File: config.mk
export PLATFORM = sky130hd
export DESIGN_NAME = operand_fetch_stage
export DESIGN_NICKNAME = d
export VERILOG_FILES = /design/src/rtl/operand_fetch_stage_pkg.sv /design/src/rtl/operand_fetch_stage_reg_scoreboard.sv /design/src/rtl/operand_fetch_stage.sv
export SDC_FILE = /design/constraint.sdc
export NUM_CORES = 1
export LEC_CHECK = 0
export ABC_AREA = 1
export CAP_MARGIN = 20
export CORE_ASPECT_RATIO = 1.75
export CORE_UTILIZATION = 48
export CTS_BUF_LIST = sky130_fd_sc_hd__clkbuf_8
export DETAILED_ROUTE_END_ITERATION = 8
export PLACE_DENSITY = 0.94
export SLEW_MARGIN = 20
export SYNTH_ARGS = -nofsm -noshare
export SYNTH_HDL_FRONTEND = slang
export SYNTH_SLANG_ARGS = --single-unit
File: constraint.sdc
create_clock -name clk -period 2.5 [get_ports clk]
set_input_delay 0.5 -clock clk [delete_from_list [all_inputs] [get_ports clk]]
set_output_delay 0.5 -clock clk [all_outputs]
set_load 0.02 [all_outputs]
File: src/rtl/operand_fetch_stage_pkg.sv
// Shared widths and opcode type for the register file, operand-fetch and execute stages.
package operand_fetch_stage_pkg;
   localparam int unsigned DATA_W = 16;
   localparam int unsigned ADDR_W = 4;
   localparam int unsigned NREG   = 1 << ADDR_W;

   typedef logic [3:0] op_t;
endpackage

File: src/rtl/operand_fetch_stage_reg_scoreboard.sv
// Busy-bit scoreboard: one bit per architectural register marking an outstanding write.
module reg_scoreboard
   import operand_fetch_stage_pkg::*;
#(
   parameter int unsigned ADDR_W = operand_fetch_stage_pkg::ADDR_W,
   parameter int unsigned NREG   = operand_fetch_stage_pkg::NREG
) (
   input  logic              clk_i,
   input  logic              rst_ni,
   input  logic              set_i,
   input  logic [ADDR_W-1:0] set_addr_i,
   input  logic              fclr_i,
   input  logic [ADDR_W-1:0] fclr_addr_i,
   input  logic              clr_i,
   input  logic [ADDR_W-1:0] clr_addr_i,
   input  logic [ADDR_W-1:0] look_a_i,
   input  logic [ADDR_W-1:0] look_b_i,
   input  logic [ADDR_W-1:0] look_d_i,
   output logic              busy_a_o,
   output logic              busy_b_o,
   output logic              busy_d_o
);

   logic [NREG-1:0] busy_q, busy_d;

   // A new write claim beats any same-cycle release of the same register.
   always_comb begin
      busy_d = busy_q;
      for (int unsigned r = 0; r < NREG; r++) begin
         if (set_i && set_addr_i == ADDR_W'(r))
            busy_d[r] = 1'b1;
         else if (fclr_i && fclr_addr_i == ADDR_W'(r))
            busy_d[r] = 1'b0;
         else if (clr_i && clr_addr_i == ADDR_W'(r))
            busy_d[r] = 1'b0;
      end
   end

   always_ff @(posedge clk_i or negedge rst_ni) begin
      if (!rst_ni)
         busy_q <= '0;
      else
         busy_q <= busy_d;
   end

   assign busy_a_o = busy_q[look_a_i];
   assign busy_b_o = busy_q[look_b_i];
   assign busy_d_o = busy_q[look_d_i];

endmodule

File: src/rtl/operand_fetch_stage.sv
// Operand-fetch stage: reads the register file, bypasses write-back, stalls on RAW/WAW
// hazards via a busy-bit scoreboard and registers the operands for execute.
module operand_fetch_stage
   import operand_fetch_stage_pkg::*;
#(
   parameter int unsigned DATA_W = operand_fetch_stage_pkg::DATA_W,
   parameter int unsigned ADDR_W = operand_fetch_stage_pkg::ADDR_W,
   parameter int unsigned NREG   = operand_fetch_stage_pkg::NREG
) (
   input  logic              clk,
   input  logic              rst_n,
   input  logic              in_valid,
   output logic              in_ready,
   input  logic [3:0]        in_op,
   input  logic [ADDR_W-1:0] in_src_a,
   input  logic [ADDR_W-1:0] in_src_b,
   input  logic              in_uses_a,
   input  logic              in_uses_b,
   input  logic [ADDR_W-1:0] in_dst,
   input  logic              in_wen,
   output logic [ADDR_W-1:0] rf_addr_a,
   output logic [ADDR_W-1:0] rf_addr_b,
   input  logic [DATA_W-1:0] rf_bus_a,
   input  logic [DATA_W-1:0] rf_bus_b,
   input  logic              wb_wen,
   input  logic [ADDR_W-1:0] wb_addr,
   input  logic [DATA_W-1:0] wb_data,
   input  logic              flush,
   output logic              out_valid,
   input  logic              out_ready,
   output logic [3:0]        out_op,
   output logic [ADDR_W-1:0] out_dst,
   output logic              out_wen,
   output logic [DATA_W-1:0] out_opa,
   output logic [DATA_W-1:0] out_opb
);

   logic              out_valid_q, out_valid_d;
   op_t               out_op_q, out_op_d;
   logic [ADDR_W-1:0] out_dst_q, out_dst_d;
   logic              out_wen_q, out_wen_d;
   logic [DATA_W-1:0] out_opa_q, out_opa_d;
   logic [DATA_W-1:0] out_opb_q, out_opb_d;

   logic              bypass_a, bypass_b, bypass_d;
   logic [DATA_W-1:0] opa_next, opb_next;
   logic              busy_a, busy_b, busy_d;
   logic              hazard_a, hazard_b, waw, space, issue;

   assign rf_addr_a = in_src_a;
   assign rf_addr_b = in_src_b;

   // The register file commits on the edge, so same-cycle write-back data must be forwarded.
   assign bypass_a = wb_wen && (wb_addr == in_src_a);
   assign bypass_b = wb_wen && (wb_addr == in_src_b);
   assign bypass_d = wb_wen && (wb_addr == in_dst);
   assign opa_next = bypass_a ? wb_data : rf_bus_a;
   assign opb_next = bypass_b ? wb_data : rf_bus_b;

   assign hazard_a = in_uses_a && busy_a && !bypass_a;
   assign hazard_b = in_uses_b && busy_b && !bypass_b;
   assign waw      = in_wen && busy_d && !bypass_d;
   assign space    = !out_valid_q || out_ready;
   assign in_ready = space && !hazard_a && !hazard_b && !waw && !flush;
   assign issue    = in_valid && in_ready;

   reg_scoreboard #(
      .ADDR_W (ADDR_W),
      .NREG   (NREG)
   ) u_sb (
      .clk_i       (clk),
      .rst_ni      (rst_n),
      .set_i       (issue && in_wen),
      .set_addr_i  (in_dst),
      .fclr_i      (flush && out_valid_q && out_wen_q),
      .fclr_addr_i (out_dst_q),
      .clr_i       (wb_wen),
      .clr_addr_i  (wb_addr),
      .look_a_i    (in_src_a),
      .look_b_i    (in_src_b),
      .look_d_i    (in_dst),
      .busy_a_o    (busy_a),
      .busy_b_o    (busy_b),
      .busy_d_o    (busy_d)
   );

   always_comb begin
      out_valid_d = out_valid_q;
      out_op_d    = out_op_q;
      out_dst_d   = out_dst_q;
      out_wen_d   = out_wen_q;
      out_opa_d   = out_opa_q;
      out_opb_d   = out_opb_q;
      if (flush) begin
         out_valid_d = 1'b0;
      end else if (issue) begin
         out_valid_d = 1'b1;
         out_op_d    = in_op;
         out_dst_d   = in_dst;
         out_wen_d   = in_wen;
         out_opa_d   = opa_next;
         out_opb_d   = opb_next;
      end else if (out_ready) begin
         out_valid_d = 1'b0;
      end
   end

   always_ff @(posedge clk or negedge rst_n) begin
      if (!rst_n) begin
         out_valid_q <= 1'b0;
         out_op_q    <= '0;
         out_dst_q   <= '0;
         out_wen_q   <= 1'b0;
         out_opa_q   <= '0;
         out_opb_q   <= '0;
      end else begin
         out_valid_q <= out_valid_d;
         out_op_q    <= out_op_d;
         out_dst_q   <= out_dst_d;
         out_wen_q   <= out_wen_d;
         out_opa_q   <= out_opa_d;
         out_opb_q   <= out_opb_d;
      end
   end

   assign out_valid = out_valid_q;
   assign out_op    = out_op_q;
   assign out_dst   = out_dst_q;
   assign out_wen   = out_wen_q;
   assign out_opa   = out_opa_q;
   assign out_opb   = out_opb_q;

endmodule

After elaboration in Yosys (flattened, before gate mapping)
Index checks and enable logic that the tools add are counted.
- $lt $le $gt $ge: 3
- equality and inequality tests: 48
- muxes and demuxes: 59
- bitwise gates (word level): 1
- reductions and logical operators: 95
- operator list (operator ; number):
    == test 4 bit, second input constant ; 24
    logical AND 1 bit ; 65
    two-way mux 1 bit ; 54
    nonzero test 3 bit ; 17
    == test 4 x 3 -> 1 bit, second input constant ; 12
    two-way mux 16 bit ; 2
    == test 4 x 2 -> 1 bit, second input constant ; 6
    less-than comparator 4 x 5 -> 1 bit, second input constant ; 3
    binary-select mux 1 bit (select 4 bit) ; 3
    == test 4 x 1 -> 1 bit, second input constant ; 3
    == test 4 bit ; 3
    zero test 4 bit ; 3
    zero test 1 bit ; 8
    AND reduction 2 bit ; 1
    logical OR 1 bit ; 1
    NOT 1 bit ; 1
- bits in registers: 58
- bits of input ports: 77
- output and inout bits: 51
- word-level logic and storage cells: 228

Longest topological paths before layout
- depth in word-level cells: 13
- gate-level depth with buffers: 15
- mapped depth without buffers: 13

Cells and area by module
From an unflattened synthesis, not the netlist that was laid out.
- cells, all modules: 609
- area, all modules: 3995.1 sq um
- by module, submodules not included (module ; instances ; cells each ; area an instance (sq um) ; seq. area each (sq um)):
    operand_fetch_stage ; 1 ; 344 ; 2448.6 ; 1051.0
    reg_scoreboard ; 1 ; 265 ; 1546.5 ; 400.4

Worst setup path before layout
Ideal clock, no wire load.
- path type: input -> output
- start: in wb_addr[1]
- end: out in_ready
- arrival: 1645 ps
- required time: 2000 ps
- path slack: 355 ps
- stages on the path: 12
- path buffers: 2
- cell sequence: buf_2 > inv_2 > nand2_1 > o21ai_1 > nor2_1 > nand3_2 > nand2_1 > inv_2 > nand2_1 > nand3_1 > nor2_4 > buf_2
- word-level cells in the longest chain between the ends: 9
- elaborated cells on any way between the ends: 19
- those cells by class: eq/ne: 3; reduce/logical: 16
- RTL lines (element ; line ; text):
    start, declared ; operand_fetch_stage.sv:26 ; input logic [ADDR_W-1:0] wb_addr,
    == test 4 bit ; operand_fetch_stage.sv:54 ; assign bypass_a = wb_wen && (wb_addr == in_src_a);
    logical AND 1 bit ; operand_fetch_stage.sv:54 ;
    zero test 1 bit ; operand_fetch_stage.sv:60 ; assign hazard_a = in_uses_a && busy_a && !bypass_a;
    logical AND 1 bit ; operand_fetch_stage.sv:60 ;
    zero test 1 bit ; operand_fetch_stage.sv:64 ; assign in_ready = space && !hazard_a && !hazard_b && !waw && !flush;
    logical AND 1 bit (2 in a row) ; operand_fetch_stage.sv:64 ;
    logical AND 1 bit (*) (2 in a row) ; operand_fetch_stage.sv:64 ;
    end, declared ; operand_fetch_stage.sv:13 ; output logic in_ready,
Every way passes the cells marked *; elsewhere a longest branch is shown, timed or not.

Worst setup path after layout
- start: in in_dst[0]
- end: out in_ready
- word-level cells in the longest chain between the ends: 7
- elaborated cells on any way between the ends: 10
- those cells by class: eq/ne: 1; mux: 2; reduce/logical: 7
- RTL lines (element ; line ; text):
    start, declared ; operand_fetch_stage.sv:19 ; input logic [ADDR_W-1:0] in_dst,
    binary-select mux 1 bit (select 4 bit) or == test 4 bit (tied branches) ; operand_fetch_stage_reg_scoreboard.sv:48, operand_fetch_stage.sv:56 ;
    two-way mux 1 bit (implied by the code) or logical AND 1 bit (tied branches) ; operand_fetch_stage_reg_scoreboard.sv:48, operand_fetch_stage.sv:56 ;
    logical AND 1 bit or zero test 1 bit (tied branches) ; operand_fetch_stage.sv:62 ; assign waw = in_wen && busy_d && !bypass_d;
    logical AND 1 bit (*) ; operand_fetch_stage.sv:62 ;
    zero test 1 bit (*) ; operand_fetch_stage.sv:64 ;
    logical AND 1 bit (*) (2 in a row) ; operand_fetch_stage.sv:64 ;
Every way passes the cells marked *; elsewhere a longest branch is shown, timed or not. The select of a mux whose other input is x is not followed.

==> impl_metrics.yaml <==
sta:
  tightestPinTransition_ns: 0.5586
  layout_setup_ws_ns: 0.08672
  slew_headroom: 0.6247
  fin_crit_sh: 0.9653
  rsz0062_at_grt: "no"
  fin_crit_ns: 2.413
  slew_violations: 0
  fmax_ghz: 0.4144
  whs_ns: 0.08822
  hold_viol: 0
  fin_skew_ns: 0.005615
  setup_viol: 0
route:
  post-route-drc-count: 0
  viasPerCell: 5.695
  drt-wirelength-per-cell_um: 17.26
  ant_nets: 0
  first_pass_iters: 6
  vias: 4596
  wl_um: 13930
  drtIter0Drc: 352
critical_path:
  crit_type: "in2out"
  cp_max_fo: 8
  path_common_cell: "nand2_1"
  worst_ep_arrival_time_ns: 1.91
  start_kind: "primary input"
  slowest_delay_ns: 0.28
  cp.required_ns: 2.00
  crit_chain: "clkbuf_2, bufbuf_16, nand2_1, nand2_1, nand2_1, nand2_1, nand2_1, nand2_1, o21ai_4, nand3_2, nor2_4, buf_6"
  crit_path_end_kind: "output pin"
  slowest_stage: "bufbuf_16"
finish:
  syn2layout_area_growth_pct: 49.31
  stdcell_area_sq_mm: 0.005649
  antenna_cells: 0
  filler_cell_count: 564
  layout-drive-gt1-share: 0.1196
  fin_cells: 807
  fin_nets: 791
placed_design:
  gp_congestion: 1.049
  dp_cells: 787
  placedInstanceArea_sq_mm: 0.005298
  post-place-ws_ns: -0.6530
  io_buffers: 127
  hpwl_um: 10200
clocking:
  clockBufferDepth: 2
  cts_buffers: 9
  cts_root_buf: "clkbuf_8"
  htreeDepth: 3
  clk_pin_slew_ns: 0.07
  cts.sinks: 58
  clock_latency_ns: 0.34
  tritoncts: "built"
power_and_ir_drop:
  swShare: 0.3739
  combPwrFrac: 0.421
  p_leak_nw: 2.934
  p_sw_mw: 1.571
  pwr-share-clk: 0.241
  p_per_area_mw_per_mm2: 743.6
  ir_drop_v: 0.0005633
  pwr-share-seq: 0.337
  p_int_mw: 2.630
synth:
  synth-compound-area-share: 0.1247
  synth-simple-area-share: 0.3657
  ys_ff_latch: 58
  synth_cells: 567
  synth_ff_type: "dfrtp_1"
  ys_warn_count: 0
  synthMuxAreaShare: 0
  synth_edf_count: 0
  synth_top_family_by_area: "simple AND/OR/NAND/NOR gates"
  seq_area_frac_synth: 0.3836
  avgSynthCellArea_sq_um: 6.673
  synthAdderAreaFrac: 0
  ys_types: 24
  async_reset_ff_frac: 1.000
  syn-num-nets: 644
  synth_xor_area_frac: 0.006944
  synthesis.area_sq_mm: 0.003784
run_status:
  status: "finished clean"
hold_path:
  hp-class: "in2async"
grt:
  grt_max_degree: 59
  grt_pass1_wl_um: 21870
  grt_pass1_vias: 4491
  track_usage: 0.3437
  grt_overflow: 0
  antenna_found_initial: 0
floorplanning:
  io_pins: 128
  rows: 42
  die_area_sq_mm: 0.008256
  die_width_um: 69.12
  start_util: 0.4966
  core_sq_mm: 0.007620
  dieHeight_um: 119.5
job:
  maxCapViolations: 0
## power by group through the flow
stage | Clock [mW] | Sequential, mW | Combinational (mW)
floorplan | 0 | 1.64 | 0.596
global placement | 0 | 1.41 | 1.67
finish | 1.01 | 1.42 | 1.77
detailed placement | 0 | 1.41 | 1.70
global route | 1.07 | 1.44 | 1.89
CTS | 1.03 | 1.40 | 1.73
## final cells by class
type,instances,area [sq um],area share
multi-input cells,410,1916,0.3391
repair buffers,175,1709,0.3025
flip-flops and latches,58,1451,0.2569
inverters,60,225.2,0.03987
clock buffers,12,165.2,0.02924
well taps,88,110.1,0.01949
clock inverters,4,72.57,0.01285
## synth_stat cells (9+ instances only)
cell type	n	share of area
o21ai_0	44	0.058
nand4_1	17	0.028
nor2_1	34	0.034
nand2_1	203	0.20
inv_1	55	0.055
buf_2	12	0.016
clkbuf_1	12	0.012
dfrtp_1	58	0.38
a221o_1	14	0.037
buf_4	9	0.018
nand3_1	64	0.085
a21oi_1	9	0.012
## kinds of logic after synthesis
| logic type | Yosys count |
|---|---|
| AOI/OAI and AO/OA | 78 |
| xor gates and xnor gates | 3 |
| DFF | 58 |
| and+or+nand+nor | 329 |
| buffers and inverters | 99 |
## worst max-delay path, delay by kind of cell
family                 cells  cell delay [ns]
AND/OR/NAND/NOR            8             0.67
buffers and inverters      3             0.54
AO/OA/AOI/OAI              1             0.20
## layout by cell type (no fill, tap or decap), types with 2 or more instances in the layout
master           count
buf_4               39
nand2_2              2
nor2_1              34
a21oi_2              2
inv_2                9
inv_1               51
buf_12               4
clkbuf_8            12
a21oi_1              7
buf_2                3
dlymetal6s2s_1       6
nand3_2              2
nand2_1            202
clkdlybuf4s50_1    111
dfrtp_1             58
o211ai_1             3
nand4_1             17
a221o_1             14
xnor2_1              2
nor3_1               8
buf_6                4
bufinv_16            2
nand3_1             63
dlygate4sd2_1        6
o21ai_0             42
o21ai_1              7
## metal layers
| layer | vias up | wire (um) | track usage |
|---|---|---|---|
| met2 | 286 | 7136 | 0.5947 |
| met3 | 94 | 955 | 0.08460 |
| met5 | - | 0 | 0 |
| met4 | 0 | 1234 | 0.2883 |
| li1 | 2132 | - | - |
| met1 | 2084 | 4598 | 0.3375 |
## worst paths after layout
kind | from | to | slack [ns] | cells after the start
worst max-delay path | in_dst[0] | in_ready | 0.09 | 12
worst min-delay path | rst_n | out_opa[14] | 0.09 | 1
worst max register to register | u_sb.busy_q[0] | out_opa[3] | 0.24 | 14
worst min register to register | out_opb[5] | out_opb[5] | 0.47 | 2
max in group asynchronous | rst_n | out_dst[2] | 1.73 | 2
min in group clk | out_opb[5] | out_opb[5] | 0.47 | 2
## repair_timing
action / 4_1_cts / 5_1_grt
cloned: 2 / 1
hold buffers: 0 / 0
resized for setup: 22 / 20
buffers inserted: 0 / 1
pin swaps: 1 / 5
endpoints found under the setup margin: 45 / 43
## registers in the layout (all words and copies together), names as in the netlist
signal       flops
u_sb.busy_q     16
out_wen          1
out_dst          4
out_opb         16
out_op           4
out_valid        1
out_opa         16
## per-stage QoR
| stage | utilization | setup TNS, ns | power, mW |
|---|---|---|---|
| 2_1_floorplan | - | 0 | 2.239 |
| 3_3_place_gp | 0.6952 | -27.24 | 3.079 |
| 3_5_place_dp | 0.6952 | -32.19 | 3.116 |
| 4_1_cts | 0.7328 | 0 | 4.165 |
| 5_1_grt | 0.7414 | 0 | 4.402 |
| 6_report | 0.7414 | 0 | 4.201 |
(Power assumes the default switching activity.)
